--- config.mk ---
export PLATFORM = sky130hd
export DESIGN_NAME = alu_issue_ctrl
export DESIGN_NICKNAME = d
export VERILOG_FILES = /design/src/rtl/imips_pkg.sv /design/src/rtl/alu_issue_dec.sv /design/src/rtl/alu_issue_ctrl.sv
export SDC_FILE = /design/constraint.sdc
export NUM_CORES = 1
export LEC_CHECK = 0
export ABC_AREA = 1
export CORE_MARGIN = 1
export CORE_UTILIZATION = 59
export DETAILED_ROUTE_END_ITERATION = 12
export DONT_BUFFER_PORTS = 1
export GPL_TIMING_DRIVEN = 0
export PLACE_DENSITY = 0.86
export SYNTH_ARGS = -nofsm -noshare
export SYNTH_HDL_FRONTEND = slang
export SYNTH_SLANG_ARGS = --single-unit
--- constraint.sdc ---
create_clock -name clk -period 5.26 [get_ports clk]
set_clock_uncertainty 0.1 [all_clocks]
set_input_delay 1.052 -clock clk [delete_from_list [all_inputs] [get_ports clk]]
set_output_delay 1.052 -clock clk [all_outputs]
set_load 0.02 [all_outputs]
--- src/rtl/imips_pkg.sv ---
// Shared constants for the ULAS ALU issue controller: ALU control codes, opcode/funct
// values, operand-2 source select and FSM state encodings.
package imips_pkg;

  localparam logic [4:0] ALU_PASS = 5'b00000;
  localparam logic [4:0] ALU_ADD  = 5'b00001;
  localparam logic [4:0] ALU_SUB  = 5'b00010;
  localparam logic [4:0] ALU_AND  = 5'b00011;
  localparam logic [4:0] ALU_OR   = 5'b00100;
  localparam logic [4:0] ALU_NOT  = 5'b00101;
  localparam logic [4:0] ALU_XOR  = 5'b00110;
  localparam logic [4:0] ALU_SLL  = 5'b00111;
  localparam logic [4:0] ALU_SRL  = 5'b01000;
  localparam logic [4:0] ALU_SLT  = 5'b01001;
  localparam logic [4:0] ALU_BEQ  = 5'b01011;
  localparam logic [4:0] ALU_BNE  = 5'b01100;
  localparam logic [4:0] ALU_BGE  = 5'b01110;
  localparam logic [4:0] ALU_LUI  = 5'b01111;

  localparam logic [5:0] OPC_RTYPE = 6'h00;
  localparam logic [5:0] OPC_BEQ   = 6'h04;
  localparam logic [5:0] OPC_BNE   = 6'h05;
  localparam logic [5:0] OPC_BLT   = 6'h06;
  localparam logic [5:0] OPC_BGE   = 6'h07;
  localparam logic [5:0] OPC_ADDI  = 6'h08;
  localparam logic [5:0] OPC_ANDI  = 6'h0C;
  localparam logic [5:0] OPC_ORI   = 6'h0D;
  localparam logic [5:0] OPC_XORI  = 6'h0E;
  localparam logic [5:0] OPC_LUI   = 6'h0F;

  localparam logic [5:0] FN_SLL = 6'h00;
  localparam logic [5:0] FN_SRL = 6'h02;
  localparam logic [5:0] FN_ADD = 6'h20;
  localparam logic [5:0] FN_SUB = 6'h22;
  localparam logic [5:0] FN_AND = 6'h24;
  localparam logic [5:0] FN_OR  = 6'h25;
  localparam logic [5:0] FN_XOR = 6'h26;
  localparam logic [5:0] FN_NOT = 6'h27;
  localparam logic [5:0] FN_SLT = 6'h2A;

  localparam logic [1:0] OP2_RT   = 2'd0;
  localparam logic [1:0] OP2_SEXT = 2'd1;
  localparam logic [1:0] OP2_ZEXT = 2'd2;

  localparam logic [1:0] StIdle = 2'd0;
  localparam logic [1:0] StRead = 2'd1;
  localparam logic [1:0] StExec = 2'd2;
  localparam logic [1:0] StDone = 2'd3;

endpackage

--- src/rtl/alu_issue_dec.sv ---
// Combinational instruction decoder: maps opcode/funct to ALU control, operand-2 source,
// destination register and the completion-record attributes.
module alu_issue_dec
  import imips_pkg::*;
#(
  parameter int unsigned REG_AW = 5
) (
  input  logic [5:0]        opc_i,
  input  logic [5:0]        fn_i,
  input  logic [REG_AW-1:0] rt_i,
  input  logic [REG_AW-1:0] rd_i,
  output logic [4:0]        aluop_o,
  output logic [1:0]        op2_sel_o,
  output logic              use_sh_o,
  output logic              wr_due_o,
  output logic [REG_AW-1:0] dest_o,
  output logic              is_slt_o,
  output logic              is_branch_o,
  output logic              ovf_chk_o,
  output logic              illegal_o
);

  always_comb begin
    aluop_o     = ALU_PASS;
    op2_sel_o   = OP2_RT;
    use_sh_o    = 1'b0;
    wr_due_o    = 1'b0;
    dest_o      = rd_i;
    is_slt_o    = 1'b0;
    is_branch_o = 1'b0;
    ovf_chk_o   = 1'b0;
    illegal_o   = 1'b0;
    case (opc_i)
      OPC_RTYPE: begin
        wr_due_o = 1'b1;
        case (fn_i)
          FN_ADD: begin aluop_o = ALU_ADD; ovf_chk_o = 1'b1; end
          FN_SUB: begin aluop_o = ALU_SUB; ovf_chk_o = 1'b1; end
          FN_AND: aluop_o = ALU_AND;
          FN_OR:  aluop_o = ALU_OR;
          FN_NOT: aluop_o = ALU_NOT;
          FN_XOR: aluop_o = ALU_XOR;
          FN_SLL: begin aluop_o = ALU_SLL; use_sh_o = 1'b1; end
          FN_SRL: begin aluop_o = ALU_SRL; use_sh_o = 1'b1; end
          FN_SLT: begin aluop_o = ALU_SLT; is_slt_o = 1'b1; end
          default: begin
            wr_due_o  = 1'b0;
            illegal_o = 1'b1;
          end
        endcase
      end
      OPC_ADDI: begin
        aluop_o = ALU_ADD; op2_sel_o = OP2_SEXT; ovf_chk_o = 1'b1;
        dest_o  = rt_i;    wr_due_o  = 1'b1;
      end
      OPC_ANDI: begin aluop_o = ALU_AND; op2_sel_o = OP2_ZEXT; dest_o = rt_i; wr_due_o = 1'b1; end
      OPC_ORI:  begin aluop_o = ALU_OR;  op2_sel_o = OP2_ZEXT; dest_o = rt_i; wr_due_o = 1'b1; end
      OPC_XORI: begin aluop_o = ALU_XOR; op2_sel_o = OP2_ZEXT; dest_o = rt_i; wr_due_o = 1'b1; end
      OPC_LUI:  begin aluop_o = ALU_LUI; op2_sel_o = OP2_ZEXT; dest_o = rt_i; wr_due_o = 1'b1; end
      OPC_BEQ:  begin aluop_o = ALU_BEQ; is_branch_o = 1'b1; end
      OPC_BNE:  begin aluop_o = ALU_BNE; is_branch_o = 1'b1; end
      OPC_BLT:  begin aluop_o = ALU_SLT; is_branch_o = 1'b1; end
      OPC_BGE:  begin aluop_o = ALU_BGE; is_branch_o = 1'b1; end
      default:  illegal_o = 1'b1;
    endcase
  end

endmodule

--- src/rtl/alu_issue_ctrl.sv ---
// Issue/control FSM driving the ULAS ALU: IDLE -> READ -> EXEC -> DONE, with register
// writeback or branch resolution reported through a valid/ready completion record.
module alu_issue_ctrl
  import imips_pkg::*;
#(
  parameter int unsigned DATA_W = 32,
  parameter int unsigned REG_AW = 5
) (
  input  logic              clk,
  input  logic              rst,
  input  logic              instr_valid,
  output logic              instr_ready,
  input  logic [31:0]       instr,
  input  logic [31:0]       pc_in,
  output logic [REG_AW-1:0] rf_ra1,
  output logic [REG_AW-1:0] rf_ra2,
  input  logic [DATA_W-1:0] rf_rd1,
  input  logic [DATA_W-1:0] rf_rd2,
  output logic [DATA_W-1:0] alu_op1,
  output logic [DATA_W-1:0] alu_op2,
  output logic [4:0]        alu_smt,
  output logic [4:0]        alu_aluop,
  input  logic [DATA_W-1:0] alu_r1,
  input  logic              alu_uf,
  output logic              rf_we,
  output logic [REG_AW-1:0] rf_wa,
  output logic [DATA_W-1:0] rf_wd,
  output logic              done_valid,
  input  logic              done_ready,
  output logic              br_taken,
  output logic [31:0]       br_target,
  output logic              exc_ovf,
  output logic              exc_ill
);

  logic [1:0]        state_q, state_d;
  logic [5:0]        opc_q, opc_d;
  logic [20:0]       fld_q, fld_d;   // instr[20:0]; rs is only needed at accept time
  logic [31:0]       pc_q, pc_d;
  logic [DATA_W-1:0] op1_q, op1_d, op2_q, op2_d, r1_q, r1_d;
  logic [4:0]        smt_q, smt_d;
  logic              uf_q, uf_d;

  logic [4:0]        dec_aluop;
  logic [1:0]        dec_op2_sel;
  logic              dec_use_sh, dec_wr_due, dec_is_slt, dec_is_branch, dec_ovf_chk, dec_illegal;
  logic [REG_AW-1:0] dec_dest;
  logic              wr_ok;

  alu_issue_dec #(.REG_AW(REG_AW)) u_dec (
    .opc_i       (opc_q),
    .fn_i        (fld_q[5:0]),
    .rt_i        (fld_q[16 +: REG_AW]),
    .rd_i        (fld_q[11 +: REG_AW]),
    .aluop_o     (dec_aluop),
    .op2_sel_o   (dec_op2_sel),
    .use_sh_o    (dec_use_sh),
    .wr_due_o    (dec_wr_due),
    .dest_o      (dec_dest),
    .is_slt_o    (dec_is_slt),
    .is_branch_o (dec_is_branch),
    .ovf_chk_o   (dec_ovf_chk),
    .illegal_o   (dec_illegal)
  );

  // Overflowing arithmetic and writes to r0 never reach the register file.
  assign wr_ok = dec_wr_due && !(dec_ovf_chk && uf_q) && (dec_dest != '0);

  always_comb begin
    state_d     = state_q;
    opc_d       = opc_q;
    fld_d       = fld_q;
    pc_d        = pc_q;
    op1_d       = op1_q;
    op2_d       = op2_q;
    smt_d       = smt_q;
    r1_d        = r1_q;
    uf_d        = uf_q;
    instr_ready = 1'b0;
    rf_ra1      = '0;
    rf_ra2      = '0;
    alu_op1     = '0;
    alu_op2     = '0;
    alu_smt     = '0;
    alu_aluop   = ALU_PASS;
    rf_we       = 1'b0;
    rf_wa       = '0;
    rf_wd       = '0;
    done_valid  = 1'b0;
    br_taken    = 1'b0;
    br_target   = '0;
    exc_ovf     = 1'b0;
    exc_ill     = 1'b0;
    case (state_q)
      StIdle: begin
        instr_ready = 1'b1;
        if (instr_valid) begin
          rf_ra1  = instr[21 +: REG_AW];
          rf_ra2  = instr[16 +: REG_AW];
          opc_d   = instr[31:26];
          fld_d   = instr[20:0];
          pc_d    = pc_in;
          state_d = StRead;
        end
      end
      StRead: begin
        op1_d = rf_rd1;
        case (dec_op2_sel)
          OP2_SEXT: op2_d = {{(DATA_W-16){fld_q[15]}}, fld_q[15:0]};
          OP2_ZEXT: op2_d = {{(DATA_W-16){1'b0}}, fld_q[15:0]};
          default:  op2_d = rf_rd2;
        endcase
        smt_d   = dec_use_sh ? fld_q[10:6] : 5'd0;
        r1_d    = '0;
        uf_d    = 1'b0;
        state_d = dec_illegal ? StDone : StExec;
      end
      StExec: begin
        alu_op1   = op1_q;
        alu_op2   = op2_q;
        alu_smt   = smt_q;
        alu_aluop = dec_aluop;
        r1_d      = alu_r1;
        uf_d      = alu_uf;
        state_d   = StDone;
      end
      default: begin
        done_valid = 1'b1;
        exc_ill    = dec_illegal;
        exc_ovf    = dec_ovf_chk & uf_q;
        br_taken   = dec_is_branch & uf_q;
        if (dec_is_branch) begin
          br_target = pc_q + 32'd4 + {{14{fld_q[15]}}, fld_q[15:0], 2'b00};
        end
        if (wr_ok) begin
          rf_wa = dec_dest;
          rf_wd = dec_is_slt ? {{(DATA_W-1){1'b0}}, uf_q} : r1_q;
        end
        if (done_ready) begin
          rf_we   = wr_ok;
          state_d = StIdle;
        end
      end
    endcase
  end

  always_ff @(posedge clk or posedge rst) begin
    if (rst) begin
      state_q <= StIdle;
      opc_q   <= '0;
      fld_q   <= '0;
      pc_q    <= '0;
      op1_q   <= '0;
      op2_q   <= '0;
      smt_q   <= '0;
      r1_q    <= '0;
      uf_q    <= 1'b0;
    end else begin
      state_q <= state_d;
      opc_q   <= opc_d;
      fld_q   <= fld_d;
      pc_q    <= pc_d;
      op1_q   <= op1_d;
      op2_q   <= op2_d;
      smt_q   <= smt_d;
      r1_q    <= r1_d;
      uf_q    <= uf_d;
    end
  end

endmodule

==> reports/metrics.yaml, run 1 <==
gr-usage-all-layers: 0.329
number_of_synthesized_flops_with_an_enable_pin: 0
area_delta_synth_final_pct: 8.83
clkLatencyLatePin_ns: 0.43
antenna_found_initial: 3
final-instance-count-excl-fill: 1783
relSlewSlack: 0.447
postCtsHoldBufs: 0
floorplan.die_area_sq_um: 18300
worst_pin_slew_ns: 0.830
netlist_top_cells_area: "sky130_fd_sc_hd__dfrtp_1, sky130_fd_sc_hd__nand2_1, sky130_fd_sc_hd__inv_1"
critical_path_class: "reg -> out"
synth_top_family_by_area: "simple AND/OR/NAND/NOR gates"
synth-adder-area-share: 0.0772
detail_route.first_pass.iterations: 5
fill_cells: 1577
syn_inst: 1521
synth_compound_gate_area_share: 0.0758
gp_congestion: 0.939
finalInstanceArea_sq_um: 11400
drc: 0
cts_root_buf: "sky130_fd_sc_hd__clkbuf_16"
clock_tree.htree_level_count: 4
first_global_vias: 8949
overflow: 0
final-max-slew-violation-count: 0
clk_pin_slew_ns: 0.06
setup_viol: 0
synth_top_cell_area_share: 0.389
layout.nets: 1773
tritoncts_buffers: 17
yosys.cell_count.top_type: "sky130_fd_sc_hd__nand2_1"
synth-main-ff-cell: "sky130_fd_sc_hd__dfrtp_1"
endpoint_type_of_the_worst_setup_path: "output port"
seq_area_frac_synth: 0.389
postSynthNetCount: 1750
route.final.wire_length_um: 30300
max_buffers_root_to_sink: 2
async_flop_share: 1.00
period_share: 0.883
die_w_um: 135
leading_cell_types_by_count_after_synthesis: "sky130_fd_sc_hd__nand2_1, sky130_fd_sc_hd__inv_1, sky130_fd_sc_hd__nor2_1"
post-synth-top-area-cell: "sky130_fd_sc_hd__dfrtp_1"
total_leakage_power_uw: 0.00634
powerDensity_nw_per_um2: 777
io_buffer_count: 0
cpLargestDelayFamily: "adder cells"
hold_path_class: "reg -> reg"
maxCapViolations: 0
coreArea_sq_um: 17300
drive_above_1_share: 0.0572
min_period_ns: 4.65
max_freq_mhz: 215
place_inst: 1750
worst_ep_arrival_time_ns: 3.49
synth_cell_type_count: 34
die_height_um: 135
combined_buffer_and_inverter_count_along_the_critical_path: 5
grt_pass1_wl_um: 46100
ant_nets: 0
ctsResizeCount: 0
critical_path.cell_chain: "clkinv_1 > ha_1 > inv_1 > ha_1 > inv_1 > fa_1 > inv_1 > nand3_1 > nand3_1 > nand2_1 > nand2_1 > inv_1 > o21bai_1 > nor2_1 > nor2_1"
vias_per_cell: 5.46
fp-row-count: 48
timing.critical_path.from_type: "flop"
worst-endpoint-required_ns: 4.11
highest_fanout_seen_on_the_critical_path: 8
post-cts-setup-buffers: 0
synth.ff_latch_count: 163
yosysWarningCount: 0
num_io_pins: 324
muxShareOfSynthArea: 0.0365
synth.avg_cell_area_sq_um: 6.89
irDropWorstVdd_mv: 0.433
post_synthesis_share_of_cell_area_spent_on_xor_and_xnor_gates: 0.00418
final_hold_viol_count: 0
worst_path_largest_cell_delay_ns: 0.43
dp_hpwl_um: 24200
clock-sinks: 163
timing.setup.tns_ns: 0
starting_utilization_of_the_core_area: 0.606
area_taken_by_multi_input_logic_gates_sq_um: 5330
grt_start_max_net_pins: 41
routedWlPerCell_um: 17.0
count_of_routing_violations_after_the_opening_detailed_route_iteration: 559
placed_cell_area_sq_um: 10800
netlist_area_sq_um: 10500
crit_top_cell: "sky130_fd_sc_hd__inv_1"
post_synth_simple_gate_area: 0.314
critPathSlowestCell: "sky130_fd_sc_hd__dfrtp_1"
area.sequential_sq_um: 4080
tritoncts: "done"
rsz0062_at_grt: "no"
outcome: "completed"
routed-via-count: 9738
## layout by cell type, fill, tap and decap left out, drive strengths merged
| cell | instances |
|---|---|
| nor2 | 181 |
| o21a | 1 |
| conb | 1 |
| xor2 | 2 |
| diode | 3 |
| clkbuf | 71 |
| o21ai | 35 |
| a2bb2oi | 1 |
| buf | 10 |
| ha | 63 |
| nand3 | 79 |
| xnor2 | 3 |
| and2 | 3 |
| a21o | 1 |
| mux2 | 34 |
| nand4 | 9 |
| o21bai | 3 |
| nand3b | 5 |
| fa | 1 |
| clkinv | 3 |
| clkinvlp | 5 |
| dfrtp | 163 |
| nor3 | 3 |
| nand2 | 544 |
| a31oi | 4 |
| inv | 222 |
| o31ai | 5 |
| a21oi | 102 |
| bufinv | 1 |
## worst register-to-register path: cells and delay by family (launching register included)
family,cells,cell delay [ns]
fa+ha+maj,1,0.23
buf+inv,3,0.73
compound gates,2,0.31
simple gates,3,0.86
flops,1,0.40
## power by group
group          leakage (uW)  switching [uW]  internal [uW]
clock              0.000259             547            655
sequential          0.00198             426           1840
combinational       0.00410            3700           1680
total               0.00634            4680           4180
## cell families after synthesis
family	after synthesis
adder cells (fa/ha/maj)	64
AND/OR/NAND/NOR	824
other	1
multiplexers	34
buffers and inverters	278
AO/OA/AOI/OAI	152
flip-flops	163
XOR/XNOR	5
## state kept, by name, summed over array words and instances (netlist names)
register,cells
fld_q,21
op1_q,32
op2_q,32
opc_q,6
pc_q,32
r1_q,32
smt_q,5
state_q,2
uf_q,1
## area by class of cell
class / count / area share
multi-input combinational: 1080 / 0.467
sequential: 163 / 0.358
inverter: 218 / 0.0721
clock buffer: 17 / 0.0373
tap: 225 / 0.0247
buffer: 60 / 0.0223
clock inverter: 13 / 0.0111
timing repair buffer: 4 / 0.00702
antenna: 3 / 0.000658
## worst paths after layout
check	from	end	slack (ns)	cells past startpoint
setup reg to reg	opc_q[5]$_DFFE_PP0P_	op2_q[31]$_DFFE_PP0P_	2.54	9
hold / removal	op1_q[0]$_DFFE_PP0P_	op1_q[0]$_DFFE_PP0P_	0.37	2
max in group asynchronous	rst	r1_q[11]$_DFFE_PP0P_	3.72	3
setup / recovery	fld_q[0]$_DFFE_PP0P_	br_target[19]	0.61	15
hold reg to reg	op1_q[0]$_DFFE_PP0P_	op1_q[0]$_DFFE_PP0P_	0.37	2
min in group asynchronous	rst	op2_q[14]$_DFFE_PP0P_	0.49	1
## per-stage QoR
| stage | worst slack [ns] | utilization | total power, uW | hold slack, ns |
|---|---|---|---|---|
| floorplan | 1.71 | - | 6210 | 0.342 |
| global placement | 1.18 | 0.622 | 7380 | 0.353 |
| detailed placement | 1.12 | 0.627 | 7560 | 0.359 |
| CTS | 0.668 | 0.659 | 8790 | 0.376 |
| global route | 0.423 | 0.659 | 9680 | 0.388 |
| finish | 0.614 | 0.659 | 8860 | 0.373 |
## metal layers
metal / part of all wire / track usage / vias up
met1: 0.41 / 0.405 / 4504
met2: 0.48 / 0.553 / 425
li1: - / - / 4750
met3: 0.076 / 0.0718 / 59
met4: 0.035 / 0.150 / 0
met5: 0 / 0 / -
(Power assumes the default switching activity.)
==> inputs of run 2 (changes only) <==
--- a/config.mk
+++ b/config.mk
@@ -6,12 +6,14 @@
 export NUM_CORES = 1
 export LEC_CHECK = 0
 export ABC_AREA = 1
+export CELL_PAD_IN_SITES_DETAIL_PLACEMENT = 1
+export CELL_PAD_IN_SITES_GLOBAL_PLACEMENT = 2
 export CORE_MARGIN = 1
-export CORE_UTILIZATION = 59
+export CORE_UTILIZATION = 31
 export DETAILED_ROUTE_END_ITERATION = 12
 export DONT_BUFFER_PORTS = 1
 export GPL_TIMING_DRIVEN = 0
-export PLACE_DENSITY = 0.86
+export PLACE_DENSITY = 0.85
 export SYNTH_ARGS = -nofsm -noshare
 export SYNTH_HDL_FRONTEND = slang
 export SYNTH_SLANG_ARGS = --single-unit
==> reports/metrics.yaml, run 2 (synthesized netlist as in run 1, its figures left out) <==
outcome: "completed"  # unchanged
hold_path_class: "reg -> reg"  # unchanged
powerDensity_nw_per_um2: 775  # was 777 nW/um^2
timing.setup.tns_ns: 0  # unchanged
fin_ws_ns: 0.492  # was 0.614 ns
floorplan.die_area_sq_um: 34500  # was 18300 sq um
timing.critical_path.from_type: "flop"  # unchanged
gr-usage-all-layers: 0.213  # was 0.329
dp_hpwl_um: 29900  # was 24200 um
grt_pass1_wl_um: 55000  # was 46100 um
antenna_found_initial: 6  # was 3
timing.hold.worst_path_depth: 2  # unchanged
tritoncts_buffers: 17  # unchanged
highest_fanout_seen_on_the_critical_path: 8  # unchanged
most-common-layout-cells: "sky130_fd_sc_hd__nand2_1, sky130_fd_sc_hd__inv_1, sky130_fd_sc_hd__nor2_1, sky130_fd_sc_hd__dfrtp_1, sky130_fd_sc_hd__a21oi_1"  # unchanged
drive_above_1_share: 0.0578  # was 0.0572
clock_tree.htree_level_count: 4  # unchanged
cts_root_buf: "sky130_fd_sc_hd__clkbuf_16"  # unchanged
drc: 0  # unchanged
first_global_vias: 9661  # was 8949
starting_utilization_of_the_core_area: 0.319  # was 0.606
tritoncts: "done"  # unchanged
io_buffer_count: 0  # unchanged
ctsResizeCount: 0  # unchanged
final_hold_viol_count: 0  # unchanged
worst-endpoint-required_ns: 4.11  # about the same
preCtsSetupSlack_ns: 0.972  # was 1.12 ns
coreArea_sq_um: 32900  # was 17300 sq um
gp_congestion: 0.859  # was 0.939
postCtsHoldBufs: 0  # unchanged
critical_path_class: "reg -> out"  # unchanged
fp-row-count: 66  # was 48
clk_pin_slew_ns: 0.07  # was 0.06 ns
vias_per_cell: 4.81  # was 5.46
period_share: 0.907  # was 0.883
place_inst: 1967  # was 1750
total_power_uw: 9080  # was 8860 uW
max_buffers_root_to_sink: 2  # unchanged
final_common_cell: "sky130_fd_sc_hd__nand2_1"  # unchanged
layout.nets: 1773  # unchanged
count_of_routing_violations_after_the_opening_detailed_route_iteration: 348  # was 559
rr_startpoint: "opc_q[5]$_DFFE_PP0P_"  # unchanged
route.final.wire_length_um: 37000  # was 30300 um
min_from: "op1_q[18]$_DFFE_PP0P_"  # was op1_q[0]$_DFFE_PP0P_
num_io_pins: 324  # unchanged
setup_viol: 0  # unchanged
detail_route.first_pass.iterations: 4  # was 5
maxCapViolations: 0  # unchanged
final-instance-count-excl-fill: 2003  # was 1783
clock-sinks: 163  # unchanged
worst_ep_arrival_time_ns: 3.62  # was 3.49 ns
overflow: 0  # unchanged
endpoint_type_of_the_worst_setup_path: "output port"  # unchanged
min_period_ns: 4.77  # was 4.65 ns
relSlewSlack: 0.386  # was 0.447
routed-via-count: 9644  # was 9738
grt_start_max_net_pins: 39  # was 41
post-route-util: 0.356  # was 0.659
rsz0062_at_grt: "no"  # unchanged
max_freq_mhz: 210  # was 215 MHz
routedWlPerCell_um: 18.5  # was 17.0 um
total_leakage_power_uw: 0.00636  # was 0.00634 uW
die_height_um: 186  # was 135 um
worst_pin_slew_ns: 0.921  # was 0.830 ns
die_w_um: 186  # was 135 um
final-max-slew-violation-count: 0  # unchanged
worstSetupStartpoint: "fld_q[0]$_DFFE_PP0P_"  # unchanged
rrSetupSlack_ns: 2.41  # was 2.54 ns
irDropWorstVdd_mv: 0.317  # was 0.433 mV
clkLatencyLatePin_ns: 0.46  # was 0.43 ns
area_delta_synth_final_pct: 11.8  # was 8.83%
reg2reg_depth: 9  # unchanged
post-cts-setup-buffers: 0  # unchanged
ant_nets: 0  # unchanged
==> run 2: cell types whose count changed in the layout (fill, tap and decap cells not counted), sizes merged <==
cell / change
diode: +1
clkinvlp: -2
clkbuf: +2
clkinv: +3
inv: -1
==> run 2: power breakdown <==
group	switching, uW	internal, uW
combinational	3820	1680
clock	603	682
sequential	454	1840
total	4880	4210
==> run 2: metal layers <==
metal  up-vias  part of all wire  GRT usage
li1       4745                 -          -
met1      4618              0.44      0.265
met2       243              0.47      0.353
met3        34             0.066     0.0581
met4         4             0.019     0.0748
met5         -           0.00059          0
==> run 2: cell type report <==
class / count / area, sq um
tap: 442 / 553
fill: 4204 / 21200
sequential: 163 / 4080
inverter: 218 / 822
multi-input combinational: 1080 / 5330
buffer: 60 / 254
clock buffer: 19 / 443
timing repair buffer: 4 / 80.1
antenna: 4 / 10.0
clock inverter: 13 / 145
==> run 2: metrics by stage <==
| step | hold WS, ns | instance area (sq um) |
|---|---|---|
| after global routing | 0.392 | 11700 |
| final | 0.373 | 11700 |
| after CTS | 0.376 | 11700 |
| after global placement | 0.354 | 11000 |
| after detailed placement | 0.359 | 11100 |
| after floorplan | 0.342 | 10500 |
==> run 2: final timing paths <==
check | endpoint
max in group asynchronous | r1_q[4]$_DFFE_PP0P_
min in group asynchronous | op2_q[26]$_DFFE_PP0P_
worst max register to register | op2_q[18]$_DFFE_PP0P_
worst min register to register | op1_q[18]$_DFFE_PP0P_
worst min-delay path | op1_q[18]$_DFFE_PP0P_
worst max-delay path | br_target[31]
==> run 2: critical path, cell delays in order (launching register included) <==
cell and delay, ns:
sky130_fd_sc_hd__dfrtp_1 0.47, sky130_fd_sc_hd__clkinv_1 0.29, sky130_fd_sc_hd__ha_1 0.28, sky130_fd_sc_hd__inv_1 0.06
sky130_fd_sc_hd__ha_1 0.25, sky130_fd_sc_hd__inv_1 0.08, sky130_fd_sc_hd__fa_1 0.40, sky130_fd_sc_hd__inv_1 0.15
sky130_fd_sc_hd__nand3_1 0.09, sky130_fd_sc_hd__nand3_1 0.19, sky130_fd_sc_hd__nand2_1 0.09, sky130_fd_sc_hd__nand3_1 0.20
sky130_fd_sc_hd__nand2_1 0.11, sky130_fd_sc_hd__nand3_1 0.10, sky130_fd_sc_hd__nand2_1 0.05, sky130_fd_sc_hd__nor2_1 0.34
